<file path="config.mk">
export PLATFORM = sky130hd
export DESIGN_NAME = axi_lite_register_file
export DESIGN_NICKNAME = d
export VERILOG_FILES = /design/src/rtl/axi_lite_register_file.sv
export SDC_FILE = /design/constraint.sdc
export NUM_CORES = 1
export LEC_CHECK = 0
export ABC_AREA = 0
export CAP_MARGIN = 20
export CORE_ASPECT_RATIO = 1.25
export CORE_MARGIN = 2
export CORE_UTILIZATION = 45
export CTS_CLUSTER_DIAMETER = 80
export DETAILED_ROUTE_END_ITERATION = 6
export PLACE_DENSITY = 0.79
export SYNTH_ARGS = -nofsm -noshare
export SYNTH_HDL_FRONTEND = slang
export SYNTH_SLANG_ARGS = --single-unit
export TNS_END_PERCENT = 10
</file>
<file path="constraint.sdc">
create_clock -name ACLK -period 10.3 [get_ports ACLK]
set_input_delay 1.03 -clock ACLK [delete_from_list [all_inputs] [get_ports ACLK]]
set_output_delay 1.03 -clock ACLK [all_outputs]
set_load 0.01 [all_outputs]
</file>
<file path="src/rtl/axi_lite_register_file.sv">
// AXI-Lite register bank: host read/write over aw/w/ar/r, parallel core view, core write port.
// Optional doorbell interrupt on host writes to register 0: AXI_LITE_REGFILE_DOORBELL_IRQ_EN.
module axi_lite_register_file #(
    parameter int C_S_AXI_ADDR_WIDTH = 32,
    parameter int C_S_AXI_DATA_WIDTH = 32,
    parameter int NUM_REGS           = 8
) (
    input  logic                                 ACLK,
    input  logic                                 ARESET,
    input  logic [C_S_AXI_ADDR_WIDTH-1:0]        awaddr,
    input  logic                                 awvalid,
    output logic                                 awready,
    input  logic [C_S_AXI_DATA_WIDTH-1:0]        wdata,
    input  logic [C_S_AXI_DATA_WIDTH/8-1:0]      wstrb,
    input  logic                                 wvalid,
    output logic                                 wready,
    input  logic [C_S_AXI_ADDR_WIDTH-1:0]        araddr,
    input  logic                                 arvalid,
    output logic                                 arready,
    output logic [C_S_AXI_DATA_WIDTH-1:0]        rdata,
    output logic                                 rvalid,
    input  logic                                 rready,
    input  logic                                 core_we,
    input  logic [$clog2(NUM_REGS)-1:0]          core_addr,
    input  logic [C_S_AXI_DATA_WIDTH-1:0]        core_wdata,
`ifdef AXI_LITE_REGFILE_DOORBELL_IRQ_EN
    output logic                                 irq,
    input  logic                                 irq_ack,
`endif
    output logic [NUM_REGS*C_S_AXI_DATA_WIDTH-1:0] regs
);

    localparam int DW       = C_S_AXI_DATA_WIDTH;
    localparam int SW       = DW / 8;
    localparam int IW       = $clog2(NUM_REGS);
    localparam int ADDR_LSB = $clog2(SW);

    function automatic logic [DW-1:0] apply_strb(input logic [DW-1:0] old_word,
                                                  input logic [DW-1:0] new_word,
                                                  input logic [SW-1:0] strb);
        logic [DW-1:0] merged;
        merged = old_word;
        for (int b = 0; b < SW; b++) begin
            if (strb[b]) begin
                merged[8*b +: 8] = new_word[8*b +: 8];
            end else begin
                merged[8*b +: 8] = old_word[8*b +: 8];
            end
        end
        return merged;
    endfunction

    logic [DW-1:0] regs_r [NUM_REGS];
    logic          aw_full_r;
    logic [IW-1:0] aw_idx_r;
    logic          w_full_r;
    logic [DW-1:0] w_data_r;
    logic [SW-1:0] w_strb_r;
    logic          rvalid_r;
    logic [DW-1:0] rdata_r;

    logic          aw_hs_s;
    logic          w_hs_s;
    logic          ar_hs_s;
    logic          commit_s;
    logic [IW-1:0] ar_idx_s;
    logic          unused_addr_s;

    assign aw_hs_s  = awvalid && !aw_full_r;
    assign w_hs_s   = wvalid && !w_full_r;
    assign ar_hs_s  = arvalid && !rvalid_r;
    assign commit_s = aw_full_r && w_full_r;
    assign ar_idx_s = araddr[ADDR_LSB +: IW];
    // Upper address bits are deliberately ignored so that addresses alias.
    assign unused_addr_s = ^{awaddr, araddr};

    assign awready = !aw_full_r;
    assign wready  = !w_full_r;
    assign arready = !rvalid_r;
    assign rvalid  = rvalid_r;
    assign rdata   = rdata_r;

    // Write-address holding register; emptied by the commit.
    always_ff @(posedge ACLK or posedge ARESET) begin
        if (ARESET) begin
            aw_full_r <= 1'b0;
            aw_idx_r  <= '0;
        end else if (commit_s) begin
            aw_full_r <= 1'b0;
        end else if (aw_hs_s) begin
            aw_full_r <= 1'b1;
            aw_idx_r  <= awaddr[ADDR_LSB +: IW];
        end
    end

    // Write-data holding register; emptied by the commit.
    always_ff @(posedge ACLK or posedge ARESET) begin
        if (ARESET) begin
            w_full_r <= 1'b0;
            w_data_r <= '0;
            w_strb_r <= '0;
        end else if (commit_s) begin
            w_full_r <= 1'b0;
        end else if (w_hs_s) begin
            w_full_r <= 1'b1;
            w_data_r <= wdata;
            w_strb_r <= wstrb;
        end
    end

    // Register array update; the core port overrides a bus commit to the same index.
    always_ff @(posedge ACLK or posedge ARESET) begin
        if (ARESET) begin
            for (int i = 0; i < NUM_REGS; i++) begin
                regs_r[i] <= '0;
            end
        end else begin
            for (int i = 0; i < NUM_REGS; i++) begin
                if (core_we && (core_addr == IW'(i))) begin
                    regs_r[i] <= core_wdata;
                end else if (commit_s && (aw_idx_r == IW'(i))) begin
                    regs_r[i] <= apply_strb(regs_r[i], w_data_r, w_strb_r);
                end
            end
        end
    end

    // Read response; data is sampled at the AR handshake edge and held until accepted.
    always_ff @(posedge ACLK or posedge ARESET) begin
        if (ARESET) begin
            rvalid_r <= 1'b0;
            rdata_r  <= '0;
        end else if (ar_hs_s) begin
            rvalid_r <= 1'b1;
            rdata_r  <= regs_r[ar_idx_s];
        end else if (rvalid_r && rready) begin
            rvalid_r <= 1'b0;
        end
    end

    for (genvar g = 0; g < NUM_REGS; g++) begin : g_flat
        assign regs[g*DW +: DW] = regs_r[g];
    end

`ifdef AXI_LITE_REGFILE_DOORBELL_IRQ_EN
    logic irq_pending_r;

    // Doorbell: a host commit to index 0 sets pending, and wins over a same-cycle ack.
    always_ff @(posedge ACLK or posedge ARESET) begin
        if (ARESET) begin
            irq_pending_r <= 1'b0;
        end else if (commit_s && (aw_idx_r == IW'(0))) begin
            irq_pending_r <= 1'b1;
        end else if (irq_ack) begin
            irq_pending_r <= 1'b0;
        end
    end

    assign irq = irq_pending_r;
`endif

endmodule
</file>
# Word level (Yosys, flattened, before mapping)
# Index checks and enable logic that the tools add are counted.
# classes
order_cmp,1
n_eq_ne,14
mux,29
n_bitwise,2
reduce_logical,103
# ops
op,count
$mux 32,18
$bmux 32 s3,1
$reduce_bool 2->1,43
$reduce_and 2->1,34
$mux 8,4
$eq 3x3->1 const B,8
$logic_and 1x1->1,21
$eq 3x2->1 const B,4
$eq 3x1->1 const B,2
$logic_not 3->1,2
$mux 1,6
$ge 4x4->1 const B,1
$not 3->4,1
$logic_not 1->1,3
$not 1->1,1
# word_totals
ff_bits,330
in_bits,142
out_inout_bits,292
word_cells,188

# Logic depth before layout (Yosys ltp)
# depth
depth_word,4
depth_mapped,7
mapped_depth_nobuf,3

# Worst setup path after synthesis
# OpenSTA, ideal clock, no wires.
# synth_path
path_type,input -> register
startpoint,input port core_addr[2]
endpoint,register regs_r (netlist bit regs[0])
setup_time_ns,0.129
t_arrival_ns,2.003
required_time_ns,10.171
path_slack_ns,8.169
stages,5
n_path_buf,2
cell_sequence,or4b_1 buf_2 buf_2 nor2_1 a31oi_1
# synth_via
elab_chain_len,4
word_cells_on_any_way,6
cone_classes,mux: 1; reduce/logical: 5
# synth_lines
element,line_no,source
start: declaration,24,"input logic [$clog2(NUM_REGS)-1:0] core_addr,"
$logic_not 3->1 *,119,if (core_we && (core_addr == IW'(i))) begin
$logic_and 1x1->1 *,119,
$reduce_bool 2->1 (no source line),--,
$reduce_and 2->1 (no source line),--,
end signal: indexed assignment,120,regs_r[i] <= core_wdata;
end signal: indexed assignment,122,"regs_r[i] <= apply_strb(regs_r[i], w_data_r, w_strb_r);"
end: declaration,53,logic [DW-1:0] regs_r [NUM_REGS];
# Every way passes the cells marked *; elsewhere a longest branch is shown, timed or not.
# A chain may end at the register's enable or synchronous reset.

==> run summary <==
========================================================================================
Placed instance area                                                           21100 µm²
Via density per instance                                                            6.67
Critical path's most frequent cell                                                 buf_4
Highest ir drop seen on vdd                                                   0.000257 V
Critical Path Start                                                               ARESET
Hold slack final                                                                0.476 ns
Number of remaining DRC errors                                                         0
Resized Gates After CTS                                                                0
Ys async rst share                                                                  1.00
Via count of the first global-routing pass                                         17100
Slack of the worst reg-to-reg path                                               7.83 ns
Buffer and inverter count on the worst path                                            4
Total count of max-transition violations in the final report                           0
Final setup violation count                                                            0
Area share of fa/ha/maj cells after synthesis                                          0
Overall routing resource usage                                                     0.319
Critical path data arrival time                                                  3.95 ns
Fraction of the core area covered by cells at the end of the flow                  0.585
Startpoint of the worst-slack reg-to-reg timing path                        aw_idx_r[0]$_DFFE_PP0P_
Largest cells by area after synthesis                                       dfrtp_1, a31oi_1, o21ai_0
Die height                                                                        225 µm
Number of nets in the layout                                                        2287
Terminus of the critical flop-to-flop path                                  regs[48]$_DFFE_PP0P_
Family of cells with the greatest summed delay on the critical path         buffers and inverters
Number of synthesized flops with an enable pin                                         0
Synth warn                                                                             0
WL final                                                                        67200 µm
GRT overflow                                                                           0
Post-Syn Nets                                                                       2111
Worst hold path class                                                            reg2reg
Largest family of logic cells by synthesized area                           compound AO/OA/AOI/OAI gates
Synth Area in Simple Gates                                                         0.152
Worst-skew pair later-pin latency                                                0.55 ns
Share of Yosys cell area claimed by the top area cell type                         0.470
Post-DR wirelength/cell                                                          25.2 µm
Root Buffer                                                                    clkbuf_16
Crit path max-delay cell type                                                      buf_4
Class of the most critical setup path                                           in2async
Maximum net fanout on the critical path                                              133
Transition time at the pin with the least slew margin                            1.17 ns
Clock H-tree levels                                                                    2
Layout area overhead                                                               27.8%
Power per Cell Area                                                           324 nW/µm²
Total Die Area                                                                 40600 µm²
Relative slew slack                                                                0.218
Worst endpoint required time                                                    10.80 ns
Total via count in the routed design                                               17800
Maxcap violations                                                                      0
Capturing element type of the critical path                                    async pin
Number of clock sinks                                                                330
DPL Wire Length                                                                 39800 µm
Xor-xnor portion of the synthesized cell area                                          0
Count of hold-fix buffers inserted at cts                                              0
Type of element launching the critical path                                    input pin
Cell area after synthesis                                                      17600 µm²
Smallest setup slack after layout                                                6.85 ns
Average footprint of a synthesized cell                                         8.92 µm²
Initial antenna violation count                                                        3
Yosys top cell by area                                                           dfrtp_1
Worst path max stage delay                                                       0.85 ns
CTS tree                                                                             yes
Post-CTS Repair Setup Buffers                                                          0
Routability cong.                                                                  0.849
Result of the run                                                           finished, final reports clean
CTS buffer count                                                                      36
Cells after Synth                                                                   1969
Number of top-level pins                                                             434
Yosys cell types                                                                      30
Crit path capture                                                           regs[10]$_DFFE_PP0P_
Register bit count reported by yosys                                                 330
Cells on worst reg2reg path                                                            4
Number of search-and-repair iterations in the first detailed-routing pass              7
Multiplexer area fraction after synthesis                                          0.103
Area of all placed cells without fillers                                       22400 µm²
Number of buffers on the longest clock path                                            3
Drt initial violations                                                              2476
Worst slack at placement                                                         6.22 ns
Total Negative Setup Slacks                                                         0 ns
CP Cell Sequence                                                            clkdlybuf4s50_1 -> inv_8 -> buf_4 -> buf_4
Setup repair after global routing missed its margin                                false
Fmax achieved                                                                    290 MHz
Final Cycle Share                                                                  0.335
Die width                                                                         181 µm
Final ANT Viol Nets                                                                    0
Core area                                                                      38300 µm²
Register clock-pin slew on the reported worst setup and hold paths               0.06 ns
Dominant register cell in the synthesized netlist                                dfrtp_1
Seq/Total Area, Yosys                                                              0.470
Maximum number of pins on one net before global-route repair                         134
Levels on crit path                                                                    4
Worst Skew                                                                     0.0236 ns
Minimum clock period after layout                                                3.45 ns
Number of rows in the core area                                                       80
Proportion of layout cells with a drive suffix above 1                            0.0977
Total count of hold-check failures in the final report                                 0
Quantity of I/O buffers inserted on ports                                            375
Starting density of the core                                                       0.458
Leak pwr                                                                         8.52 nW
Post-synthesis compound-gate area fraction                                         0.207
First-pass GRT wire length                                                     101000 µm
========================================================================================
synth_stat cells, drive strengths merged (2+ instances only):
cell     number
dfrtp       330
nor2        258
o21ai       257
a31oi       256
nand3       256
clkbuf      164
buf         110
mux2        103
mux2i        64
nand2        34
a22o         32
o22ai        32
o31ai        32
nand4b        7
nand4         5
nor2b         5
and4          4
and4b         4
inv           4
nand2b        4
nand4bb       3
a21o          2
state kept, by name, summed over array words and instances (netlist names):
register,cells
regs,256
w_data_r,32
aw_idx_r,3
w_full_r,1
rvalid,1
aw_full_r,1
rdata,32
w_strb_r,4
per-layer routing:
layer / global-route usage / part of all wire
met4: 0.184 / 0.056
met3: 0.0803 / 0.12
met2: 0.489 / 0.46
met1: 0.410 / 0.36
met5: 0 / 0.00022
per-stage QoR:
step / total power [W] / instances
finish: 0.00727 / 2664
global route: 0.00760 / 2663
CTS: 0.00718 / 2652
detailed placement: 0.00590 / 2589
global placement: 0.00578 / 2587
floorplan: 0.00405 / 1969
logic make-up (layout without fill, tap and decap cells):
kind of cell	after synthesis	count (layout)
compound gates	611	611
simple gates	583	583
flops	330	330
buf+inv	278	479
mux	167	167
other cells	0	2
placed cells by master (no fill, tap or decap), types with 2 or more instances in the layout:
cell type	count
a21o_1	2
clkbuf_16	38
inv_1	3
inv_6	3
clkbuf_8	5
nor2_1	256
clkinv_2	4
nand4_1	5
nand2_2	2
mux2i_1	64
nor2b_4	4
nand2_1	32
buf_4	25
nand4bb_4	3
nand3_1	256
clkbuf_1	12
nand4b_1	7
buf_16	5
a22o_1	32
and4b_1	4
o21ai_0	257
and4_1	4
clkdlybuf4s50_1	374
diode_2	2
mux2_2	103
a31oi_1	255
dfrtp_1	330
nor2_4	2
buf_8	5
o31ai_1	32
o22ai_1	32
nand2b_2	3
worst min path at each step:
| stage | slack, ns | start | end | cells past startpoint |
|---|---|---|---|---|
| global route | 0.51 | rdata[9]$_DFFE_PP0P_ | rdata[9]$_DFFE_PP0P_ | 2 |
| detailed placement | 0.47 | rdata[24]$_DFFE_PP0P_ | rdata[24]$_DFFE_PP0P_ | 2 |
| global placement | 0.46 | rdata[16]$_DFFE_PP0P_ | rdata[16]$_DFFE_PP0P_ | 2 |
| finish | 0.48 | rdata[27]$_DFFE_PP0P_ | rdata[27]$_DFFE_PP0P_ | 2 |
| floorplan | 0.52 | rdata[0]$_DFFE_PP0P_ | rdata[0]$_DFFE_PP0P_ | 2 |
| CTS | 0.48 | rdata[24]$_DFFE_PP0P_ | rdata[24]$_DFFE_PP0P_ | 2 |
final cells by class:
cell class | count | area [µm²]
inverters | 4 | 22.5
clock buffers | 54 | 1040
clock inverters | 9 | 83.8
fillers | 3173 | 15900
repair buffers | 412 | 4200
multi-input cells | 1361 | 8210
well taps | 492 | 616
diodes | 2 | 5.00
flip-flops and latches | 330 | 8260
worst reg2reg max path: stages (launching register included):
cell,delay (ns)
dfrtp_1,0.60
nor2b_4,0.69
buf_4,0.69
nand3_1,0.20
a31oi_1,0.21
report_power, final:
part,switching [W],internal (W)
logic,0.00172,0.00161
registers,0.000750,0.00192
clock network,0.000542,0.000726
(Power assumes the default switching activity.)
